$ cat config.mk
export PLATFORM = sky130hd
export DESIGN_NAME = frame_spi_tx
export DESIGN_NICKNAME = d
export VERILOG_FILES = /design/src/rtl/lighthouse_pkg.sv /design/src/rtl/spi_clk_div.sv /design/src/rtl/frame_spi_tx.sv
export SDC_FILE = /design/constraint.sdc
export NUM_CORES = 1
export LEC_CHECK = 0
export CAP_MARGIN = 20
export CORE_MARGIN = 2
export CORE_UTILIZATION = 61
export CTS_CLUSTER_SIZE = 12
export DETAILED_ROUTE_END_ITERATION = 16
export GPL_TIMING_DRIVEN = 0
export HOLD_SLACK_MARGIN = 0.06
export PLACE_DENSITY = 0.9
export SETUP_SLACK_MARGIN = 0.15
export SYNTH_ARGS = -nofsm -noshare
export SYNTH_HDL_FRONTEND = slang
export SYNTH_SLANG_ARGS = --single-unit
$ cat constraint.sdc
create_clock -name clk -period 2.4 [get_ports clk]
set_input_delay 0.36 -clock clk [delete_from_list [all_inputs] [get_ports clk]]
set_output_delay 0.36 -clock clk [all_outputs]
set_load 0.05 [all_outputs]
$ cat src/rtl/lighthouse_pkg.sv
// Shared frame layout and FSM encoding for the lighthouse SPI framer.
package lighthouse_pkg;

    typedef enum logic [2:0] {
        IDLE  = 3'd0,
        FILL  = 3'd1,
        START = 3'd2,
        SHIFT = 3'd3,
        GAP   = 3'd4
    } state_e;

    localparam int SLOTS      = 4;
    localparam int WORD_W     = 32;
    localparam int HDR_BITS   = 16;
    localparam int FRAME_BITS = HDR_BITS + SLOTS * WORD_W;   // 144

    // Header field positions within the 16-bit header.
    localparam int HDR_SYNC_LSB = 8;
    localparam int HDR_MASK_LSB = 4;
    localparam int HDR_SEQ_LSB  = 0;

    typedef logic [SLOTS-1:0][WORD_W-1:0] slots_t;

    // Header first, then slot0..slot3; the MSB is the first bit on the wire.
    function automatic logic [FRAME_BITS-1:0] build_frame(
        input logic [7:0] sync,
        input logic [3:0] mask,
        input logic [3:0] seq,
        input slots_t     slots
    );
        logic [HDR_BITS-1:0] hdr;
        hdr = '0;
        hdr[HDR_SYNC_LSB +: 8] = sync;
        hdr[HDR_MASK_LSB +: 4] = mask;
        hdr[HDR_SEQ_LSB  +: 4] = seq;
        return {hdr, slots[0], slots[1], slots[2], slots[3]};
    endfunction

endpackage

$ cat src/rtl/spi_clk_div.sv
// SCLK half-period timer: while enabled, strobes fall/rise alternately every
// CLK_DIV clocks. It assumes SCLK was just driven high when enable rises, so
// the first strobe is a fall.
module spi_clk_div #(
    parameter int CLK_DIV = 4
) (
    input  logic clk,
    input  logic rst,
    input  logic en_i,
    output logic rise_o,
    output logic fall_o
);

    localparam logic [7:0] HALF_LAST = 8'(CLK_DIV - 1);

    logic [7:0] cnt_q, cnt_d;
    logic       ph_q, ph_d;     // 1: SCLK currently high
    logic       tc;

    // Half-period counter and phase tracking; idles at count 0, phase high.
    always_comb begin
        tc    = (cnt_q == HALF_LAST);
        cnt_d = cnt_q + 8'd1;
        ph_d  = ph_q;
        if (!en_i) begin
            cnt_d = '0;
            ph_d  = 1'b1;
        end else if (tc) begin
            cnt_d = '0;
            ph_d  = ~ph_q;
        end
    end

    assign rise_o = en_i & tc & ~ph_q;
    assign fall_o = en_i & tc &  ph_q;

    // Divider state registers.
    always_ff @(posedge clk) begin
        if (rst) begin
            cnt_q <= '0;
            ph_q  <= 1'b1;
        end else begin
            cnt_q <= cnt_d;
            ph_q  <= ph_d;
        end
    end

endmodule

$ cat src/rtl/frame_spi_tx.sv
// Collects up to four 32-bit words and ships them as one 144-bit SPI frame
// (mode 0, MSB first) with a sync/mask/sequence header.
module frame_spi_tx
    import lighthouse_pkg::*;
#(
    parameter int         CLK_DIV   = 4,
    parameter logic [7:0] SYNC_BYTE = 8'hA5
) (
    input  logic        clk,
    input  logic        rst,
    input  logic [31:0] word_i,
    input  logic        word_valid_i,
    output logic        word_ready_o,
    input  logic        flush_i,
    output logic        spi_sclk_o,
    output logic        spi_mosi_o,
    output logic        spi_ss_n_o,
    output logic        busy_o
);

    localparam logic [8:0] START_LAST = 9'(CLK_DIV - 1);
    localparam logic [8:0] GAP_LAST   = 9'(2 * CLK_DIV - 1);
    localparam logic [7:0] BIT_LAST   = 8'(FRAME_BITS - 1);

    state_e                  state_q, state_d;
    logic [8:0]              cnt_q, cnt_d;
    logic [7:0]              bit_q, bit_d;
    logic                    sclk_q, sclk_d;
    logic [FRAME_BITS-1:0]   sr_q, sr_d;
    slots_t                  slots_q, slots_d;
    logic [2:0]              fill_q, fill_d;
    logic [3:0]              mask_q, mask_d;
    logic [3:0]              seq_q, seq_d;
    logic                    accept;
    logic                    sclk_rise, sclk_fall;

    spi_clk_div #(.CLK_DIV(CLK_DIV)) u_div (
        .clk    (clk),
        .rst    (rst),
        .en_i   (state_q == SHIFT),
        .rise_o (sclk_rise),
        .fall_o (sclk_fall)
    );

    // Ready depends only on state and fill level so the source may wait on it.
    assign word_ready_o = (state_q == FILL) && (fill_q < 3'd4);
    assign accept       = word_ready_o && word_valid_i;
    assign busy_o       = (state_q == START) || (state_q == SHIFT) || (state_q == GAP);
    assign spi_ss_n_o   = !((state_q == START) || (state_q == SHIFT));
    assign spi_sclk_o   = sclk_q;
    assign spi_mosi_o   = sr_q[FRAME_BITS-1];

    // Next-state logic: fill the buffer, then frame/shift/gap sequencing.
    always_comb begin
        state_d = state_q;
        cnt_d   = cnt_q;
        bit_d   = bit_q;
        sclk_d  = sclk_q;
        sr_d    = sr_q;
        slots_d = slots_q;
        fill_d  = fill_q;
        mask_d  = mask_q;
        seq_d   = seq_q;
        unique case (state_q)
            IDLE: state_d = FILL;
            FILL: begin
                if (accept) begin
                    slots_d[fill_q[1:0]] = word_i;
                    mask_d[fill_q[1:0]]  = 1'b1;
                    fill_d               = fill_q + 3'd1;
                end
                // A flush on the 4th-word cycle is simply a full frame.
                if ((accept && fill_q == 3'd3) || (flush_i && fill_q != 3'd0)) begin
                    state_d = START;
                    cnt_d   = '0;
                    sr_d    = build_frame(SYNC_BYTE, mask_d, seq_q, slots_d);
                end
            end
            START: begin
                // SS low with SCLK low for one half-period, then first rise.
                if (cnt_q == START_LAST) begin
                    state_d = SHIFT;
                    sclk_d  = 1'b1;
                    bit_d   = '0;
                end else begin
                    cnt_d = cnt_q + 9'd1;
                end
            end
            SHIFT: begin
                if (sclk_rise) sclk_d = 1'b1;
                if (sclk_fall) begin
                    sclk_d = 1'b0;
                    sr_d   = {sr_q[FRAME_BITS-2:0], 1'b0};
                    bit_d  = bit_q + 8'd1;
                    if (bit_q == BIT_LAST) begin
                        state_d = GAP;
                        cnt_d   = '0;
                    end
                end
            end
            GAP: begin
                if (cnt_q == GAP_LAST) begin
                    state_d = FILL;
                    fill_d  = '0;
                    mask_d  = '0;
                    slots_d = '0;
                    seq_d   = seq_q + 4'd1;
                end else begin
                    cnt_d = cnt_q + 9'd1;
                end
            end
            default: state_d = IDLE;
        endcase
    end

    // State registers; reset aborts any frame in progress.
    always_ff @(posedge clk) begin
        if (rst) begin
            state_q <= IDLE;
            cnt_q   <= '0;
            bit_q   <= '0;
            sclk_q  <= 1'b0;
            sr_q    <= '0;
            slots_q <= '0;
            fill_q  <= '0;
            mask_q  <= '0;
            seq_q   <= '0;
        end else begin
            state_q <= state_d;
            cnt_q   <= cnt_d;
            bit_q   <= bit_d;
            sclk_q  <= sclk_d;
            sr_q    <= sr_d;
            slots_q <= slots_d;
            fill_q  <= fill_d;
            mask_q  <= mask_d;
            seq_q   <= seq_d;
        end
    end

endmodule
* After elaboration in Yosys (flattened, before gate mapping) *
Index checks and enable logic that the tools add are counted.

cells by class
  $add $sub $neg = 5
  muxes and demuxes = 36
  div/mod/pow operators = 0
  order comparisons = 3
  equality and inequality tests = 18
  reduce and logical (&&, ||, !) cells = 25
  bitwise operators = 6
  shift-type cells = 0
  $mul = 0

operators with widths
  operator             number
  $mux 144             2
  $pmux 144 s2         1
  $mux 128             2
  $pmux 128 s2         1
  $bwmux 128           1
  $demux 32 s2         1
  $mux 9               5
  $pmux 9 s4           1
  $mux 32              1
  $mux 3               7
  $add 8x1->8 const B  2
  $mux 8               2
  $pmux 8 s2           1
  $pmux 3 s5           1
  $reduce_and 3->1     4
  $ne 2x2->1 const B   5
  $add 9x1->9 const B  1
  $eq 3x2->1 const B   3
  $eq 9x2->1 const B   1
  $eq 9x3->1 const B   1
  $eq 8x2->1 const B   1
  $eq 8x8->1 const B   1
  $mux 4               2
  $pmux 4 s2           1
  28 further kinds     45

word-level totals
  word-level logic and storage cells = 107
  register bits = 313
  bits in latches = 0
  memory bits (writable) = 0
  memories kept = 0
  input port bits = 36
  memory bits (read-only) = 0
  output and inout bits = 5

* Logic depth before layout (Yosys ltp) *
Gate-level depths: netlist of the first run.

  word-level depth = 8
  mapped depth = 9
  mapped depth without buffers = 7

* Hierarchy *
A second synthesis of the first run with hierarchy kept.

second synthesis, totals
  cells, all modules = 1464
  area, all modules = 13970.9 um^2

modules (own cells, without submodules)
  module        seq. area each (um^2)  times used  area an instance (um^2)  cells each
  frame_spi_tx  6085.8                 1           13578.0                  1418
  spi_clk_div   180.2                  1           392.9                    46

* Worst setup path before layout of the first run *
OpenSTA, ideal clock, no wires.

  path type = flip-flop to flip-flop
  from = register state_q[1]
  to = register sr_q[0]
  setup slack = 0.318 ns
  data arrival time = 2.023 ns
  stages on the path, launching flop included = 8
  clock period less this slack = 2.082 ns
  path buffers = 2
  required time = 2.341 ns
  setup time = 0.059 ns
  cells stage by stage = dfxtp_1 -> buf_2 -> or3b_1 -> buf_2 -> nor2_1 -> a32oi_1 -> nor2_1 -> a22o_1

on the way
  longest elaborated chain between the ends = 7
  elaborated cells between the ends (all ways) = 15
  classes of those cells = eq/ne: 4; mux: 3; bitwise: 2; reduce/logical: 6

ends and longest elaborated chain
  what                               line                 text
  from (decl)                        frame_spi_tx.sv:25   state_e state_q, state_d;
  from (signal assigned)             frame_spi_tx.sv:129  state_q <= state_d;
  $eq 3x1->1 (*)                     frame_spi_tx.sv:46   assign word_ready_o = (state_q == FILL) && (fill_q < 3'd4);
  $logic_and 1x1->1 (*)              frame_spi_tx.sv:46
  via word_ready_o                   frame_spi_tx.sv:13   output logic word_ready_o,
  $logic_and 1x1->1 (*)              frame_spi_tx.sv:47   assign accept = word_ready_o && word_valid_i;
  $logic_and 1x1->1                  frame_spi_tx.sv:73   if ((accept && fill_q == 3'd3) || (flush_i && fill_q != 3'd0)) begin
  $logic_or 1x1->1                   frame_spi_tx.sv:73
  $ne 2x1->1 (no source line)        -
  $reduce_and 3->1 (no source line)  -
  to (signal assigned)               frame_spi_tx.sv:133  sr_q <= sr_d;
  to (decl)                          frame_spi_tx.sv:29   logic [FRAME_BITS-1:0] sr_q, sr_d;

Mark *: on every way through the listed nets, which the timed path passes. The rest lies on a longest branch. The select of a mux whose other input is x is not followed.
A chain may end at the register's enable or synchronous reset.

* Final worst setup path of the first run *
  from = register state_q[2]
  to = register sr_q[63]

on the way
  longest elaborated chain between the ends = 7
  elaborated cells between the ends (all ways) = 15
  classes of those cells = eq/ne: 4; mux: 3; bitwise: 2; reduce/logical: 6

ends and longest elaborated chain
  what                               line
  $eq 3x1->1                         frame_spi_tx.sv:46, frame_spi_tx.sv:64
  $logic_and 1x1->1                  frame_spi_tx.sv:46
  $logic_and 1x1->1                  frame_spi_tx.sv:47
  $logic_and 1x1->1                  frame_spi_tx.sv:73
  $logic_or 1x1->1                   frame_spi_tx.sv:73
  $ne 2x1->1 (no source line)        -
  $reduce_and 3->1 (no source line)  -

Several ways; a longest one is shown, not always the timed one. The select of a mux whose other input is x is not followed.

==> results summary, run 1 <==
Among all cell types in the netlist, the one instantiated most often is sky130_fd_sc_hd__nand2_1. The share of the cycle needed by the critical path after routing came out at 94.5%. After synthesis, the cell types taking the most area are sky130_fd_sc_hd__dfxtp_1, sky130_fd_sc_hd__nand2_1, sky130_fd_sc_hd__nand3_1. The required time of the critical path is 2.79 ns.

The power per cell area came out at 847 mW/mm^2. The post-synthesis instance area is 0.0130 mm^2. By count the netlist is led by sky130_fd_sc_hd__nand2_1, sky130_fd_sc_hd__dfxtp_1, sky130_fd_sc_hd__nand3_1. Yosys printed 0 warnings. The repair_antennas step left the layout with diodes totalling 0. The critical path is of the flop to flop type.

The count of H-tree levels built during CTS is 2. The minimum period implied by the final worst setup slack came out at 2.27 ns. The critical path goes through buf_2 -> nor3b_2 -> clkbuf_4 -> nand3_1 -> buf_2 -> nand3_1 -> nand3_1 -> a22o_1. Wires add up to 39,300 um. Summed over all instances, the cell type with the most area after synthesis is sky130_fd_sc_hd__dfxtp_1. The largest single stage delay on the critical path is 0.31 ns. The synthesized design contains 313 register bits. The static leakage is 0.00576 uW. The count of flip-flops with a built-in enable after synthesis is 0.

The highest ir drop seen on vdd came out at 0.429 mV. The clock input transition at the sequential cells of the worst setup and hold paths is 0.06 ns. The clock tree from TritonCTS is done. Global routing used 53.8% of the available met2 tracks. The synthesized area per cell came out at 8.18 um^2. After global routing the overflow that remains totals 0. The maximum clock path buffer count came out at 3. The maximum clock skew at final layout is 0.0201 ns. For this run, the total global-route usage over all layers was measured as 34.0%. The global routing met3 resource utilization is 7.26%. The worst hold path belongs to the class flop to flop. The largest individual stage delay along the critical path comes from the cell sky130_fd_sc_hd__nor3b_2.

Input and output buffers added on the ports amount to 39. The average wire per standard cell came out at 20.0 um. After layout, the worst setup slack is 0.131 ns. The critical path data arrival time is 2.66 ns. The critical path contains buffers and inverters numbering 3 combined. Global routing consumed, on the met1 layer, 44.2% of the routing resources. The ratio of cells with drive above 1 in the final layout is 9.89%. The pin count of the biggest net entering global routing came out at 13. After synthesis, the share of flip-flops with an asynchronous set or reset is 0%.

The final number of setup-violating endpoints came out at 0. The number of max-slew violations in the final report is 0. The number of nets with antenna violations after detailed routing came out at 0. The family of cells with the greatest summed delay on the critical path is simple AND/OR/NAND/NOR gates. For this run, design rule violations remaining after detail routing come to 0.

The total CTS buffers came out at 34. Among all flip-flop cells after synthesis, the most frequent one is sky130_fd_sc_hd__dfxtp_1. The number of placement rows is 53. The synthesized instance count came out at 1,588. The worst slew margin relative to its limit is 50.4%. The post-placement setup slack came out at -0.333 ns. The placed wire-length estimate after detailed placement is 25,700 um. At the pin with the least slew margin, the transition time is 0.744 ns. The flow ran to the end, and the final reports show no timing, DRC or antenna violations.

The number of DRC markers in iteration 0 came out at 1,706. The horizontal die dimension is 150 um. The number of non-filler instances in the completed layout is 1,963.

The number of iterations in the first detailed-routing pass is 6. STA classifies the critical path endpoint as a flop. The boundary pin count came out at 41.

The overall die area is 0.0225 mm^2. The core footprint came out at 0.0210 mm^2. The number of antenna violations at the first check in global routing is 1. The layer flagged by global routing as most heavily used is met2.

The worst hold slack came out at 0.454 ns. The routed via count divided by cell count came out at 6.49. Among the stages of the critical path, the cell type that occurs most often is sky130_fd_sc_hd__nand3_1. The number of global-route vias before repair is 12,189. Synthesis instantiated 50 different standard cells from the library. The post-synth net total is 1,633. The share of the synthesized area in the top cell type came out at 48.3%.

The total of max-cap violations came out at 0. The starting utilization of the core area is 62.0%. The overall via count from detail_route is 12,749. The first global-routing pass estimated 60,800 um of wire. The height of the die is 150 um. The cell total after placement is 1,902. The number of hold violations in the final report came out at 0. The root buffer cell chosen for the clock tree is sky130_fd_sc_hd__clkbuf_16.

At the end of routability-driven placement, the weighted congestion stood at 0.963. Static timing analysis puts the maximum clock frequency at 0.441 GHz. From synthesis to final layout, the design area changed by 15.1%. The net count of the finished layout is 1,717. The worst setup path is launched from a flop. The maximum fanout along the worst path came out at 10. The clock drives 313 sinks.

Setup repair after global routing could not meet its margin everywhere. The clock latency on the worst-skew pair came out at 0.52 ns. The sequential cell area fraction in the yosys report came out at 48.3%.
==> power by group <==
group	switching [uW]	internal (uW)	total (uW)	leakage [uW]
registers	87.7	5340	5430	0.00252
logic	1630	662	2290	0.00273
clock network	2030	2910	4940	0.000503
total	3740	8910	12700	0.00576
==> state kept, by name, summed over array words and instances (netlist names), 4 cells and up <==
signal and flops:
seq_q 4, sr_q 144, mask_q 4, u_div.cnt_q 8, bit_q 8, slots_q 128, cnt_q 9
==> per-stage QoR <==
| stage | total power (uW) | utilization (%) | TNS [ns] | instance area, um^2 |
|---|---|---|---|---|
| final | 12700 | 71.3 | 0 | 14900 |
| after global placement | 7550 | 65.5 | -26.23 | 13700 |
| after floorplan | 6910 | - | 0 | 13000 |
| after detailed placement | 7600 | 65.5 | -42.81 | 13700 |
| after CTS | 12400 | 70.7 | 0 | 14800 |
| after global routing | 13000 | 71.3 | 0 | 14900 |
==> what timing repair did <==
item,4_1_cts,5_1_grt
pin swaps,2,2
endpoints found under the setup margin,139,227
hold buffers,0,0
resized for setup,19,75
endpoints found under the hold margin,0,0
setup buffers,4,5
==> area by class of cell <==
type | instances | area [um^2]
Fill cell | 1498 | 6010
Clock inverter | 4 | 48.8
Buffer | 129 | 732
Sequential cell | 313 | 6270
Tap cell | 275 | 344
Multi-Input combinational cell | 1141 | 6090
Timing Repair Buffer | 48 | 465
Clock buffer | 48 | 975
Inverter | 5 | 18.8
==> cells by family after synthesis <==
logic type | Yosys count | share of synthesized area (%)
compound gates | 331 | 17.6
xor+xnor | 17 | 1.15
flops | 313 | 48.3
simple gates | 784 | 26.8
buf+inv | 134 | 5.33
fa+ha+maj | 9 | 0.867
==> metal layers <==
| metal | wire, um | share of wire [%] |
|---|---|---|
| met4 | 1740 | 4.4 |
| met2 | 17800 | 45 |
| met3 | 4630 | 12 |
| met1 | 15100 | 39 |
| met5 | 15 | 0.038 |
==> tightest hold or removal path, cell delays in order (launching register included) <==
cell and delay, ns:
sky130_fd_sc_hd__dfxtp_1 0.31, sky130_fd_sc_hd__nand2_1 0.05, sky130_fd_sc_hd__a21oi_1 0.05
==> final timing paths <==
path	slack [ns]	endpoint	depth (start not counted)	from
setup / recovery	0.13	sr_q[63]	8	state_q[2]
hold / removal	0.45	slots_q[91]	2	slots_q[91]
setup reg to reg	0.13	sr_q[63]	8	state_q[2]
hold reg to reg	0.45	slots_q[91]	2	slots_q[91]
==> layout by cell type (no fill, tap or decap), types with 9 or more instances in the layout <==
cell type / synthesis / final
sky130_fd_sc_hd__clkbuf_1: 59 / 41
sky130_fd_sc_hd__clkbuf_2: 0 / 22
sky130_fd_sc_hd__nand2_1: 412 / 412
sky130_fd_sc_hd__a22o_1: 129 / 129
sky130_fd_sc_hd__dfxtp_1: 313 / 311
sky130_fd_sc_hd__nor3_1: 15 / 15
sky130_fd_sc_hd__nand2b_1: 9 / 9
sky130_fd_sc_hd__nand3_1: 247 / 246
sky130_fd_sc_hd__clkbuf_16: 0 / 35
sky130_fd_sc_hd__buf_4: 1 / 12
sky130_fd_sc_hd__a311oi_1: 12 / 12
sky130_fd_sc_hd__buf_2: 46 / 42
sky130_fd_sc_hd__buf_6: 17 / 18
sky130_fd_sc_hd__nor2_1: 61 / 57
sky130_fd_sc_hd__clkdlybuf4s50_1: 0 / 36
sky130_fd_sc_hd__a21oi_1: 153 / 153
sky130_fd_sc_hd__xor2_1: 10 / 10
sky130_fd_sc_hd__and3_1: 12 / 12
sky130_fd_sc_hd__a31oi_1: 15 / 15
Power figures use the tool's default switching activity.
==> run 2, diff against run 1 <==
--- a/config.mk
+++ b/config.mk
@@ -14,6 +14,7 @@
 export HOLD_SLACK_MARGIN = 0.06
 export PLACE_DENSITY = 0.9
 export SETUP_SLACK_MARGIN = 0.15
+export SKIP_CTS_REPAIR_TIMING = 1
 export SYNTH_ARGS = -nofsm -noshare
 export SYNTH_HDL_FRONTEND = slang
 export SYNTH_SLANG_ARGS = --single-unit
==> run 2 against run 1 <==
  * Cell area about the same
  * Sequential power about the same
  * Non-clock buffer count decreased by 3
  * Critical path type is now input pin to flop
  * Largest cell class unchanged
==> results summary, run 2 (same netlist as run 1, synthesis figures left out) <==
The flow ran to the end, and the final reports show no timing, DRC or antenna violations. The clock latency on the worst-skew pair is 0.51 ns. The largest stage delay on the critical path came out at 0.59 ns. After clock tree synthesis, the clock-pin slew on the worst setup and hold paths is 0.06 ns. Setup slack on the critical path of the routed design comes to 0.156 ns.

The overall via count from detail_route is 12,678. The boundary pin count is 41. The achievable clock frequency came out at 0.446 GHz. The first global-routing pass estimated 60,100 um of wire. The share of the cycle needed by the critical path after routing is 93.5%. The repair_antennas step left the layout with diodes totalling 0. The number of nets with antenna violations after detailed routing is 0. The number of iterations in the first detailed-routing pass is 6. The floorplan has 53 rows. The routed via count divided by cell count came out at 6.47.

The total CTS buffers came out at 34. The number of DRC markers in iteration 0 came out at 1,682. Measured on the finished design, the core utilization comes to 71.3%.

The net switching power is 3750 uW. The maximum fanout along the worst path is 10. The final number of setup-violating endpoints came out at 0. The critical path data arrival time came out at 2.69 ns.

The largest registers in the layout are sr_q (144), slots_q (128), cnt_q (9). The number of flip-flops in the largest register is 144. The final setup TNS came out at 0 ns. The number of max-slew violations in the final report came out at 0. The minimum period implied by the final worst setup slack came out at 2.24 ns. At the end of routability-driven placement, the weighted congestion stood at 0.963.

Leaving out fill and tap cells, the most frequent cell in the layout is sky130_fd_sc_hd__nand2_1. The clock tree from TritonCTS is done. The starting utilization of the core area is 62.0%. The power per cell area came out at 847 mW/mm^2. The post-route DRC violation count came out at 0. The height of the die came out at 150 um.

In the layout the commonest cells are sky130_fd_sc_hd__nand2_1, sky130_fd_sc_hd__dfxtp_1, sky130_fd_sc_hd__nand3_1. The total of max-cap violations is 0. The number of buffers added on ports is 39. The horizontal die dimension is 150 um. The wire-length estimate of the detail-placed layout is 25,700 um. The sum of routed wire length over all layers is 39,200 um. The net count of the finished layout came out at 1,714.

The master of the slowest instance on the critical path is sky130_fd_sc_hd__clkdlybuf4s50_1. The category of the most critical setup path is input pin to flop. The internal power is 8910 uW.

The overall die area is 0.0225 mm^2. The cell total after placement is 1,902. The post-route netlist has 9.32% of its cells at a drive strength greater than 1. The clock net sink count came out at 313. The number of hold violations in the final report came out at 0. In this run the deepest clock path goes through 3 buffers. The worst slew margin relative to its limit came out at 50.4%. The sequential fraction of design power came out at 42.9%. The min-delay analysis places its worst path in the category input pin to flop.

For this run the aggregate overflow at the end of global routing stands at 0. The synthesis-to-finish area growth came out at 15.1%. The worst setup path is launched from an input pin. More flip-flops sit in one register than any other, and that register is sr_q.

The type of element capturing the critical path is a flop. The total routing resource utilization after global routing is 33.6%. On the final layout, the worst hold slack is 0.445 ns.

The post-placement setup slack is -0.333 ns. The number of global-route vias before repair is 12,104. The maximum clock skew at final layout is 0.0192 ns. Across all register-to-register paths, the minimum setup slack is 0.17 ns. The net switching share of the total power came out at 29.6%. The slew at the pin closest to its max-slew limit came out at 0.744 ns. Setup repair after global routing left no endpoint under its margin. The static leakage is 0.00575 uW. The core footprint came out at 0.0210 mm^2.

The power share of the clock group came out at 39.1%. The tree is rooted in a sky130_fd_sc_hd__clkbuf_16. The count of cells in the finished layout, fillers not included, comes to 1,960. The signal on the critical path passes through clkdlybuf4s50_1 -> nor2b_1 -> clkbuf_2 -> and3_1 -> clkbuf_1 -> buf_2 -> nand2_1 -> nand3_1 -> a22o_1. The H-tree was split into 2 levels. The combinational share of power came out at 18.0%. The required time of the critical path came out at 2.84 ns. The average wire per standard cell is 20.0 um. The number of antenna violations at the first check in global routing is 1.

The pin count of the biggest net entering global routing is 13. Across the VDD grid, the largest voltage drop is 0.427 mV.
## run 2: layout make-up
type                       instances  area (um^2)
multi-input combinational       1141         6110
buffer                           129          718
clock inverter                     4         48.8
fill                            1493         6010
timing repair buffer              45          454
clock buffer                      48          975
tap                              275          344
inverter                           5         18.8
sequential                       313         6270
## run 2: worst max-delay path: cells and delay by family
kind / cells / cell delay (ns)
AND/OR/NAND/NOR: 4 / 0.70
buffers and inverters: 4 / 1.48
AO/OA/AOI/OAI: 1 / 0.14
## run 2: layer usage
metal	share of wire [%]	vias to the layer above	global-route usage, %
met5	0	-	0
met2	46	808	53.0
met1	39	5996	43.9
li1	-	5709	-
met4	4.4	0	16.8
met3	11	165	6.68
## run 2: worst paths after layout
check | to | depth (start not counted) | from
setup reg to reg | sr_q[115] | 7 | state_q[2]
setup / recovery | sr_q[63] | 9 | word_valid_i
hold reg to reg | slots_q[91] | 2 | slots_q[91]
hold / removal | u_div.ph_q | 3 | rst
## run 2: power by group through the flow
stage                     Clock [uW]  Sequential (uW)  Combinational, uW
after floorplan                    0             5510               1400
after global placement             0             5520               2030
after detailed placement           0             5530               2070
after CTS                       4920             5420               2100
after global routing            5150             5440               2420
final                           4950             5430               2280
## run 2: metrics by stage
step                      instance area (um^2)  total power [uW]
after floorplan                          13000              6910
after global placement                   13700              7550
after detailed placement                 13700              7600
after CTS                                14700             12400
after global routing                     14900             13000
final                                    14900             12700
